`src/rtl/serial_operand_deser.sv`:
```
// Serial-to-parallel operand deserializer (LSB first) feeding a one-word holding register.
// Define SERDES_PARITY_CHECK_EN to add a trailing even-parity bit to every frame.
module serial_operand_deser #(
   parameter int DATA_WIDTH = 32
) (
   input  logic                  clk,
   input  logic                  resetn,
   input  logic                  in_start,
   input  logic                  in_serial,
   output logic [DATA_WIDTH-1:0] out_parallel,
   output logic                  out_valid,
   input  logic                  in_ready,
   output logic                  busy,
   output logic                  overrun,
   output logic                  parity_err
);
   localparam int               CNT_W    = (DATA_WIDTH > 2) ? $clog2(DATA_WIDTH) : 1;
   localparam logic [CNT_W-1:0] LAST_BIT = CNT_W'(DATA_WIDTH - 1);

   localparam logic [1:0] ST_IDLE   = 2'd0;
   localparam logic [1:0] ST_SHIFT  = 2'd1;
`ifdef SERDES_PARITY_CHECK_EN
   localparam logic [1:0] ST_PARITY = 2'd2;
`endif

   logic [1:0]            state_q, state_d;
   logic [CNT_W-1:0]      cnt_q, cnt_d;
   logic [DATA_WIDTH-1:0] shreg_q, shreg_d;
   logic [DATA_WIDTH-1:0] hold_q, hold_d;
   logic                  valid_q, valid_d;
   logic                  ovr_q, ovr_d;
   logic                  word_done;
   logic [DATA_WIDTH-1:0] word_new;
   logic                  accept;
`ifdef SERDES_PARITY_CHECK_EN
   logic                  perr_q, perr_d;
`endif

   assign accept = valid_q & in_ready;

   always_comb begin
      state_d   = state_q;
      cnt_d     = cnt_q;
      shreg_d   = shreg_q;
      hold_d    = hold_q;
      valid_d   = valid_q;
      ovr_d     = ovr_q;
      word_done = 1'b0;
      word_new  = shreg_q;
`ifdef SERDES_PARITY_CHECK_EN
      perr_d    = 1'b0;
`endif
      if (accept) begin
         valid_d = 1'b0;
      end

      // A start marker always wins: it opens a frame from IDLE or restarts one in progress.
      if (in_start) begin
         shreg_d    = '0;
         shreg_d[0] = in_serial;
         cnt_d      = CNT_W'(1);
         state_d    = ST_SHIFT;
      end else begin
         case (state_q)
            ST_SHIFT: begin
               shreg_d[cnt_q] = in_serial;
               cnt_d          = cnt_q + CNT_W'(1);
               if (cnt_q == LAST_BIT) begin
                  cnt_d = '0;
`ifdef SERDES_PARITY_CHECK_EN
                  state_d = ST_PARITY;
`else
                  state_d   = ST_IDLE;
                  word_done = 1'b1;
                  word_new  = shreg_d;
`endif
               end
            end
`ifdef SERDES_PARITY_CHECK_EN
            ST_PARITY: begin
               state_d = ST_IDLE;
               if (!(^{shreg_q, in_serial})) begin
                  word_done = 1'b1;
               end else begin
                  perr_d = 1'b1;
               end
            end
`endif
            default: begin
               state_d = ST_IDLE;
            end
         endcase
      end

      // valid_d already reflects a same-cycle accept, so a full register here means a drop.
      if (word_done) begin
         if (valid_d) begin
            ovr_d = 1'b1;
         end else begin
            hold_d  = word_new;
            valid_d = 1'b1;
         end
      end
   end

   always_ff @(posedge clk or negedge resetn) begin
      if (!resetn) begin
         state_q <= ST_IDLE;
         cnt_q   <= '0;
         shreg_q <= '0;
         hold_q  <= '0;
         valid_q <= 1'b0;
         ovr_q   <= 1'b0;
`ifdef SERDES_PARITY_CHECK_EN
         perr_q  <= 1'b0;
`endif
      end else begin
         state_q <= state_d;
         cnt_q   <= cnt_d;
         shreg_q <= shreg_d;
         hold_q  <= hold_d;
         valid_q <= valid_d;
         ovr_q   <= ovr_d;
`ifdef SERDES_PARITY_CHECK_EN
         perr_q  <= perr_d;
`endif
      end
   end

   assign out_parallel = hold_q;
   assign out_valid    = valid_q;
   assign overrun      = ovr_q;
   assign busy         = (state_q != ST_IDLE);
`ifdef SERDES_PARITY_CHECK_EN
   assign parity_err   = perr_q;
`else
   assign parity_err   = 1'b0;
`endif

endmodule

```
`config.mk`:
```
export PLATFORM = sky130hd
export DESIGN_NAME = serial_operand_deser
export DESIGN_NICKNAME = d
export VERILOG_FILES = /design/src/rtl/serial_operand_deser.sv
export SDC_FILE = /design/constraint.sdc
export NUM_CORES = 1
export LEC_CHECK = 0
export BUFFER_PORTS_ARGS = -buffer_cell sky130_fd_sc_hd__buf_2
export CAP_MARGIN = 20
export CORE_MARGIN = 8
export CORE_UTILIZATION = 32
export CTS_BUF_LIST = sky130_fd_sc_hd__clkbuf_16
export CTS_CLUSTER_DIAMETER = 40
export DETAILED_ROUTE_END_ITERATION = 10
export GPL_ROUTABILITY_DRIVEN = 0
export PLACE_DENSITY = 0.57
export RECOVER_POWER = 25
export SLEW_MARGIN = 20
export SYNTH_ARGS = -nofsm -noshare
export SYNTH_HDL_FRONTEND = slang
export SYNTH_SLANG_ARGS = --single-unit
export TNS_END_PERCENT = 20
```
`constraint.sdc`:
```
create_clock -name clk -period 7.4 [get_ports clk]
set_input_delay 0.74 -clock clk [delete_from_list [all_inputs] [get_ports clk]]
set_output_delay 0.74 -clock clk [all_outputs]
set_load 0.02 [all_outputs]
```
==> metrics.txt, run 1 <==
Worst path slowest cell=clkbuf_1; failing checks=max-capacitance violations, max-slew violations; max_cap viols=2; top sig layer=met4; WP data required=6.92 ns; met2 wire len=4630 um; combinational family with the most area after synthesis=multiplexers; first-pass GRT wire length=16350 um; xor/xnor share of the synthesized area=0%; ys flop type=dfrtp_1; setup bufs post-CTS=0; maximum fanout along the worst path=72; Warnings, synthesis=0; dominant cell type by area after synthesis=dfrtp_1; Yosys top cell area share=a little over two fifths; Overall Global Routing Usage=12.28%; min Tclk post-route=4.088 ns; area grow syn2layout=11.78%; RSZ-0062 raised after global routing=no; Initial DRC Count=245; Post-Syn Instances=376; clock root cell=clkbuf_16; number of global-route vias before repair=2995; Seq/Total Area, Yosys=a little over two fifths; footprint of the multi-input gates=about 2000 um2; register area=around 1800 um2; Initial Utilization=32.63%; Post-synth EDFFs=0; io pins=41; layout cell share with drive strength beyond 1=29.74%; worst-path cell chain=buf_2, clkbuf_1; Core ar.=roughly 13000 um2; worst-case clock skew=0.006290 ns; Post-Route WL=roughly 9800 um; Routed met1 length=4560 um; die span in x=129.2 um; pin count of the biggest net entering global routing=73; Syn Std Cell Area=slightly above 4000 um2; Post-synth ARST share=100.0%; Post-Syn Area per Cell=10.91 um2; CTS tree=built; Via density=5.326; adder-cell share of the synthesized area=1.525%; wire length per cell=17.52 um; DIE HEIGHT=around 130 um; CP endpoint kind=async pin; row count=41; clock-pin slew on the worst setup and hold paths=0.06 ns; CP arrival=3.61 ns; Slew HR=-162.5%; Sink Count=approximately 70; top post-synthesis cells by area=dfrtp_1 44%, mux2_2 14%, a21oi_1 4.0%; Antenna diodes=0; count of nets after finishing=about 400; Worst setup SP type=primary input; post-route ant nets=0; die area=16700 um2; Buf/Inv on CP=2; Max Root-Sink Buffers=2; syn_nets=between 300 and 400; Via Count=2993; wire length on met3=463 um; Compound-Gate Fraction of Synth Area=about 8.9%; Leakage=~2.1 nW; Slew Limit Fails=113; post-synthesis mux area share=19.22%; Fill cells=1247; IO Port Bufs=39; insertion delay to the later sink of the worst-skew pair=around 0.33 ns; worst slew pin tran=3.938 ns; Final TNS setup=0 ns; setup violators final=0; path type of the worst setup path=primary input to async pin; Final Hold Viols=0; initial antenna violation count=0; fin crit share=a little under three fifths; Max VDD drop=100.4 uV; DPL Wire Length=approximately 5800 um; power per cell area=212.3 nW/um2; simple-gate share of the synthesized area=18.76%; register bit total from synthesis=72; slowest cell delay on critical path=~2.8 ns; CP top delay family=buffers and inverters; status=finished, violations left; Post-CTS Hold Fix Bufs=0; hold crit path type=flip-flop to flip-flop; CTS buffer count=9; final global-route overflow total=0; Final Util=36.48%; # DRC=0; H-tree depth=3; DRT Pass-1 Iters=4; post-synthesis cell type count=41; post_cts resized=0; Fmax achieved=0.2446 GHz
where the power goes:
part / internal (W) / switching [W] / total [W]
Sequential: 0.000399 / 0.00000345 / 0.000403
Combinational: 0.0000257 / 0.0000596 / 0.0000852
Clock: 0.000324 / 0.000161 / 0.000485
Total: 0.000749 / 0.000224 / 0.000973
per-layer routing:
metal	up-vias	global-route usage (%)
li1	1394	-
met1	1499	16.52
met2	85	18.84
met3	15	2.588
met4	0	4.838
met5	-	0
logic make-up (layout without fill, tap and decap cells):
group / Yosys count / in the layout
adders and majority gates: 5 / 5
buffers and inverters: 49 / 63
AOI/OAI and AO/OA: 69 / 69
and+or+nand+nor: 112 / 112
muxes: 68 / 68
other: 1 / 1
DFF: 72 / 72
layout by cell type, fill, tap and decap left out, drive strengths merged, types with 4 or more instances in the layout:
| cell type | netlist | final |
|---|---|---|
| buf | 34 | 42 |
| dfrtp | 72 | 72 |
| nand3 | 18 | 18 |
| nor2b | 6 | 6 |
| mux2 | 65 | 65 |
| nand2 | 9 | 9 |
| a21oi | 33 | 33 |
| nand3b | 4 | 4 |
| nor4b | 4 | 4 |
| o31ai | 5 | 5 |
| nand2b | 6 | 6 |
| nor4bb | 12 | 12 |
| o21ai | 28 | 28 |
| clkbuf | 11 | 11 |
| nand4 | 23 | 23 |
| inv | 4 | 6 |
| ha | 5 | 5 |
| nand4b | 12 | 12 |
path summary, 6_finish.rpt:
| check | start | endpoint | slack (ns) | cells after the start |
|---|---|---|---|---|
| min reg2reg | out_parallel[19]$_DFFE_PN0P_ | out_parallel[19]$_DFFE_PN0P_ | 0.49 | 1 |
| min in group asynchronous | resetn | out_parallel[7]$_DFFE_PN0P_ | 1.89 | 2 |
| max reg2reg | cnt_q[0]$_DFFE_PN0P_ | out_parallel[6]$_DFFE_PN0P_ | 4.28 | 6 |
| max in group clk | cnt_q[0]$_DFFE_PN0P_ | out_parallel[6]$_DFFE_PN0P_ | 4.28 | 6 |
| max | resetn | out_parallel[18]$_DFFE_PN0P_ | 3.31 | 2 |
| min | out_parallel[19]$_DFFE_PN0P_ | out_parallel[19]$_DFFE_PN0P_ | 0.49 | 1 |
synth_stat cells, types with 4 or more instances:
master / instances
nor2b_1: 6
nand2b_1: 6
dfrtp_1: 72
nand3b_1: 4
nand2_1: 9
mux2_2: 50
nand4_1: 23
mux2_4: 7
o21ai_0: 28
ha_1: 5
mux2_1: 8
nand3_1: 18
inv_1: 4
buf_4: 8
buf_2: 17
nor4bb_1: 12
nand4b_1: 12
clkbuf_1: 10
o31ai_1: 5
a21oi_1: 33
per-stage QoR:
stage	total power, W	std cells	instance area [um2]	setup slack (ns)	hold slack [ns]
global placement	0.0004940	547	4263	4.416	0.4700
detailed placement	0.0004954	547	4263	4.286	0.4725
finish	0.0009731	562	4584	3.312	0.4853
global route	0.001005	562	4584	2.398	0.5079
CTS	0.0009830	562	4589	4.285	0.4968
floorplan	0.0004764	376	4101	5.046	0.4444
sequential cells by signal, summed over array words and instances (netlist names):
register,count
out_parallel,32
overrun,1
out_valid,1
cnt_q,5
shreg_q,32
state_q,1
worst register-to-register path, stage by stage, from the launching register on:
cell      delay (ns)
dfrtp_1         0.43
ha_1            0.62
and3_1          0.25
ha_1            0.23
nand3b_1        0.18
nor2b_4         0.81
mux2_2          0.47
cell type report:
cell class / count / share of cell area, %
clock buffer: 9 / 4.913
clock inverter: 6 / 2.211
inverter: 4 / 0.3275
multi-input combinational: 255 / 43.59
sequential: 72 / 39.30
tap: 172 / 4.694
timing repair buffer: 44 / 4.967
Note: power is estimated with default switching activity, not from simulation.
==> inputs of run 2 (changes only) <==
--- a/config.mk
+++ b/config.mk
@@ -5,6 +5,7 @@
 export SDC_FILE = /design/constraint.sdc
 export NUM_CORES = 1
 export LEC_CHECK = 0
+export ABC_AREA = 1
 export BUFFER_PORTS_ARGS = -buffer_cell sky130_fd_sc_hd__buf_2
 export CAP_MARGIN = 20
 export CORE_MARGIN = 8
@@ -13,7 +14,7 @@
 export CTS_CLUSTER_DIAMETER = 40
 export DETAILED_ROUTE_END_ITERATION = 10
 export GPL_ROUTABILITY_DRIVEN = 0
-export PLACE_DENSITY = 0.57
+export PLACE_DENSITY = 0.6
 export RECOVER_POWER = 25
 export SLEW_MARGIN = 20
 export SYNTH_ARGS = -nofsm -noshare
==> constraint.sdc (replaced) <==
create_clock -name clk -period 3.3 [get_ports clk]
set_input_delay 0.33 -clock clk [delete_from_list [all_inputs] [get_ports clk]]
set_output_delay 0.33 -clock clk [all_outputs]
set_load 0.02 [all_outputs]
==> run 2 against run 1 <==
Effect of this change: the flow now finishes without violations; first-iteration DRC count fell by 24%; synthesized area fell by 10%; critical path depth rose by 6; largest cell class is now sequential cells; design area fell by 10%; via count rose by 4.5%; clock skew fell by 0.0018 ns; sequential power rose by 130%; count of clock-buffer cells in the layout did not move; hold slack got worse by 0.26 ns; die area fell by 9.2%.
==> metrics.txt, run 2 <==
area grow syn2layout=12.17% (was 11.78%); CP arrival=2.65 ns (was 3.61 ns); wire length per cell=14.24 um (was 17.52 um); Slew HR=30.16% (was -162.5%); IO Port Bufs=39 (unchanged); CTS buffer count=9 (unchanged); DPL Wire Length=6046 um (was 5750 um); slowest cell delay on critical path=0.73 ns (was 2.75 ns); Max Root-Sink Buffers=2 (unchanged); register bit total from synthesis=72 (unchanged); # DRC=0 (unchanged); Worst setup SP type=flip-flop (was primary input); DRT Pass-1 Iters=4 (unchanged); Syn Std Cell Area=3671 um2 (was 4101 um2); Overall Global Routing Usage=12.81% (was 12.28%); post-route ant nets=0 (unchanged); clock root cell=clkbuf_16 (unchanged); Final Hold Viols=0 (unchanged); slack of the worst reg-to-reg path=0.86 ns (was 4.28 ns); Fill cells=1192 (was 1247); post-synthesis cell type count=22 (was 41); wire length on met3=477 um (was 463 um); Routed met1 length=4296 um (was 4560 um); Initial Utilization=32.43% (was 32.63%); CP endpoint kind=flip-flop (was async pin); power per cell area=453.6 nW/um2 (was 212.3 nW/um2); Post-Route WL=9184 um (was 9848 um); Post-synth EDFFs=0 (unchanged); Max VDD drop=288.0 uV (was 100.4 uV); Post-Syn Area per Cell=7.761 um2 (was 10.91 um2); initial antenna violation count=0 (unchanged); row count=39 (was 41); Worst path slowest cell=dfrtp_1 (was clkbuf_1); Placed Cells=631 (was 547); WP data required=3.51 ns (was 6.92 ns); met2 wire len=4285 um (was 4630 um); fin crit share=73.80%; Hold Startpoint=in_ready (was out_parallel[19]$_DFFE_PN0P_); WHS Endpoint=out_valid$_DFF_PN0_ (was out_parallel[19]$_DFFE_PN0P_); Core ar.=11320 um2 (was 12570 um2); ys flop type=dfrtp_1 (unchanged); CP top delay family=simple AND/OR/NAND/NOR gates (was buffers and inverters); Antenna diodes=0 (unchanged); setup violators final=0 (unchanged); insertion delay to the later sink of the worst-skew pair=0.32 ns (was 0.33 ns); Most common cell on crit path=nand2_1; Post-synth ARST share=100.0% (unchanged); Post-Syn Instances=473 (was 376); commonest non-fill, non-tap cell in the layout=nand2_1 (was dfrtp_1); die area=15150 um2 (was 16700 um2); Via Count=3127 (was 2993); reg2reg path depth=8 (was 6); number of global-route vias before repair=3027 (was 2995); first-pass GRT wire length=15420 um (was 16350 um); clock-pin slew on the worst setup and hold paths=0.05 ns (was 0.06 ns); hold path cells=2 (was 1); worst-case clock skew=0.004529 ns (was 0.006290 ns); post_cts resized=0 (unchanged); Initial DRC Count=185 (was 245); path type of the worst setup path=flip-flop to flip-flop (was primary input to async pin); layout cell share with drive strength beyond 1=7.570% (was 29.74%); H-tree depth=3 (unchanged); setup bufs post-CTS=0 (unchanged); top sig layer=met4 (unchanged); reg-to-reg startpoint=cnt_q[2]$_DFFE_PN0P_ (was cnt_q[0]$_DFFE_PN0P_); syn_nets=483 (was 386); CTS tree=built (unchanged); Warnings, synthesis=0 (unchanged); Via density=4.848 (was 5.326); hold crit path type=primary input to flip-flop (was flip-flop to flip-flop); Seq/Total Area, Yosys=49.08% (was 43.93%); maximum fanout along the worst path=32 (was 72); final global-route overflow total=0 (unchanged); Buf/Inv on CP=1 (was 2); Critical R2R Capture=out_parallel[9]$_DFFE_PN0P_ (was out_parallel[6]$_DFFE_PN0P_); commonest non-fill, non-tap cells in the layout=175 x nand2_1, 97 x nand3_1, 72 x dfrtp_1, 41 x inv_1, 31 x clkbuf_1 (was 72 x dfrtp_1, 50 x mux2_2, 38 x buf_2, 33 x a21oi_1, 28 x o21ai_0); Slew Limit Fails=0 (was 113); RSZ-0062 raised after global routing=no (unchanged); count of nets after finishing=510 (was 396); pin count of the biggest net entering global routing=38 (was 73); dominant cell type by area after synthesis=dfrtp_1 (unchanged); DIE HEIGHT=123.1 um (was 129.2 um); top cells by count, synth=175 x nand2_1, 97 x nand3_1, 72 x dfrtp_1, 40 x inv_1, 18 x nand4_1 (was 72 x dfrtp_1, 50 x mux2_2, 33 x a21oi_1, 28 x o21ai_0, 23 x nand4_1); Fmax achieved=0.4106 GHz; Sink Count=72 (unchanged); Final TNS setup=0 ns (unchanged); min Tclk post-route=2.435 ns; max_cap viols=0 (was 2); die span in x=123.1 um (was 129.2 um); io pins=41 (unchanged); worst slew pin tran=1.046 ns (was 3.938 ns); final cell count without fillers=645 (was 562); Yosys top cell area share=49.08% (was 43.93%); worst-path cell chain=nand2_1, nor2_1, ha_1, nand2_1, nor2_4, inv_2, nand2_1, nand2_1 (was buf_2, clkbuf_1); status=finished clean (was finished, violations left); Leakage=2.153 nW (was 2.090 nW); count leader, synth=nand2_1 (was dfrtp_1); top post-synthesis cells by area=dfrtp_1 49%, nand2_1 18%, nand3_1 13% (was dfrtp_1 44%, mux2_2 14%, a21oi_1 4.0%)
-- run 2: cell count changes in the layout (fill, tap and decap cells not counted), sizes merged, moves of 29 or more --
| cell | before | now |
|---|---|---|
| a21oi | 33 | 0 |
| clkbuf | 11 | 40 |
| inv | 6 | 45 |
| mux2 | 65 | 0 |
| nand2 | 9 | 176 |
| nand3 | 18 | 97 |
-- run 2: kinds of logic after synthesis --
family | Yosys count | synth area share (%)
AOI/OAI and AO/OA | 13 | 2.113
and+or+nand+nor | 308 | 37.39
DFF | 72 | 49.08
buffers and inverters | 74 | 9.611
adders and majority gates | 5 | 1.704
other | 1 | 0.1022
-- run 2: final cells by class --
cell class / count / area (um2) / area share (%)
clock inverter: 4 / 16.27 / 0.3950
multi-input combinational: 327 / 1519 / 36.89
sequential: 72 / 1802 / 43.76
timing repair buffer: 46 / 211.5 / 5.135
clock buffer: 9 / 225.2 / 5.469
tap: 143 / 178.9 / 4.345
inverter: 44 / 165.2 / 4.011
-- run 2: power by group --
group	internal (W)	leakage, nW	total [W]	switching (W)
clock network	0.000486	0.123	0.000821	0.000335
registers	0.000897	0.992	0.000913	0.0000167
logic	0.0000292	1.04	0.000133	0.000104
total	0.00141	2.15	0.00187	0.000456
-- run 2: metrics by stage --
step	hold slack [ns]	power (W)	util, %	setup slack, ns	cell area (um2)
6_report	0.2234	0.001868	36.37	0.8646	4118
5_1_grt	0.2253	0.001951	36.37	0.5853	4118
4_1_cts	0.2207	0.001892	36.72	0.8425	4156
3_5_place_dp	0.2793	0.001062	34.49	0.8525	3905
3_3_place_gp	0.2680	0.001057	34.49	0.9700	3905
2_1_floorplan	0.03441	0.001019	-	1.689	3671
-- run 2: worst reg2reg max path, stage by stage, from the launching register on --
cell and delay [ns]:
dfrtp_1 0.73, nand2_1 0.21, nor2_1 0.14, ha_1 0.20
nand2_1 0.11, nor2_4 0.35, inv_2 0.36, nand2_1 0.18
nand2_1 0.06
-- run 2: repair_timing --
| item | in CTS | in global routing |
|---|---|---|
| endpoints found under the hold margin | 14 | 0 |
| endpoints found under the setup margin | 0 | 0 |
| hold buffers | 1 | 0 |
-- run 2: layer usage --
layer / global-route usage (%) / up-vias
met2: 20.35 / 65
met4: 3.612 / 0
met1: 16.83 / 1485
met3: 3.470 / 12
li1: - / 1565
met5: 0 / -
-- run 2: worst max-delay path by stage --
stage                    startpoint                            to  slack (ns)  cells past startpoint
3_3_place_gp   cnt_q[2]$_DFFE_PN0P_  out_parallel[29]$_DFFE_PN0P_        0.97                      8
2_1_floorplan  cnt_q[0]$_DFFE_PN0P_   out_parallel[1]$_DFFE_PN0P_        1.69                     10
6_report       cnt_q[2]$_DFFE_PN0P_   out_parallel[9]$_DFFE_PN0P_        0.86                      8
3_5_place_dp   cnt_q[2]$_DFFE_PN0P_  out_parallel[12]$_DFFE_PN0P_        0.85                      8
4_1_cts        cnt_q[2]$_DFFE_PN0P_  out_parallel[12]$_DFFE_PN0P_        0.84                      8
5_1_grt        cnt_q[2]$_DFFE_PN0P_   out_parallel[4]$_DFFE_PN0P_        0.59                      8
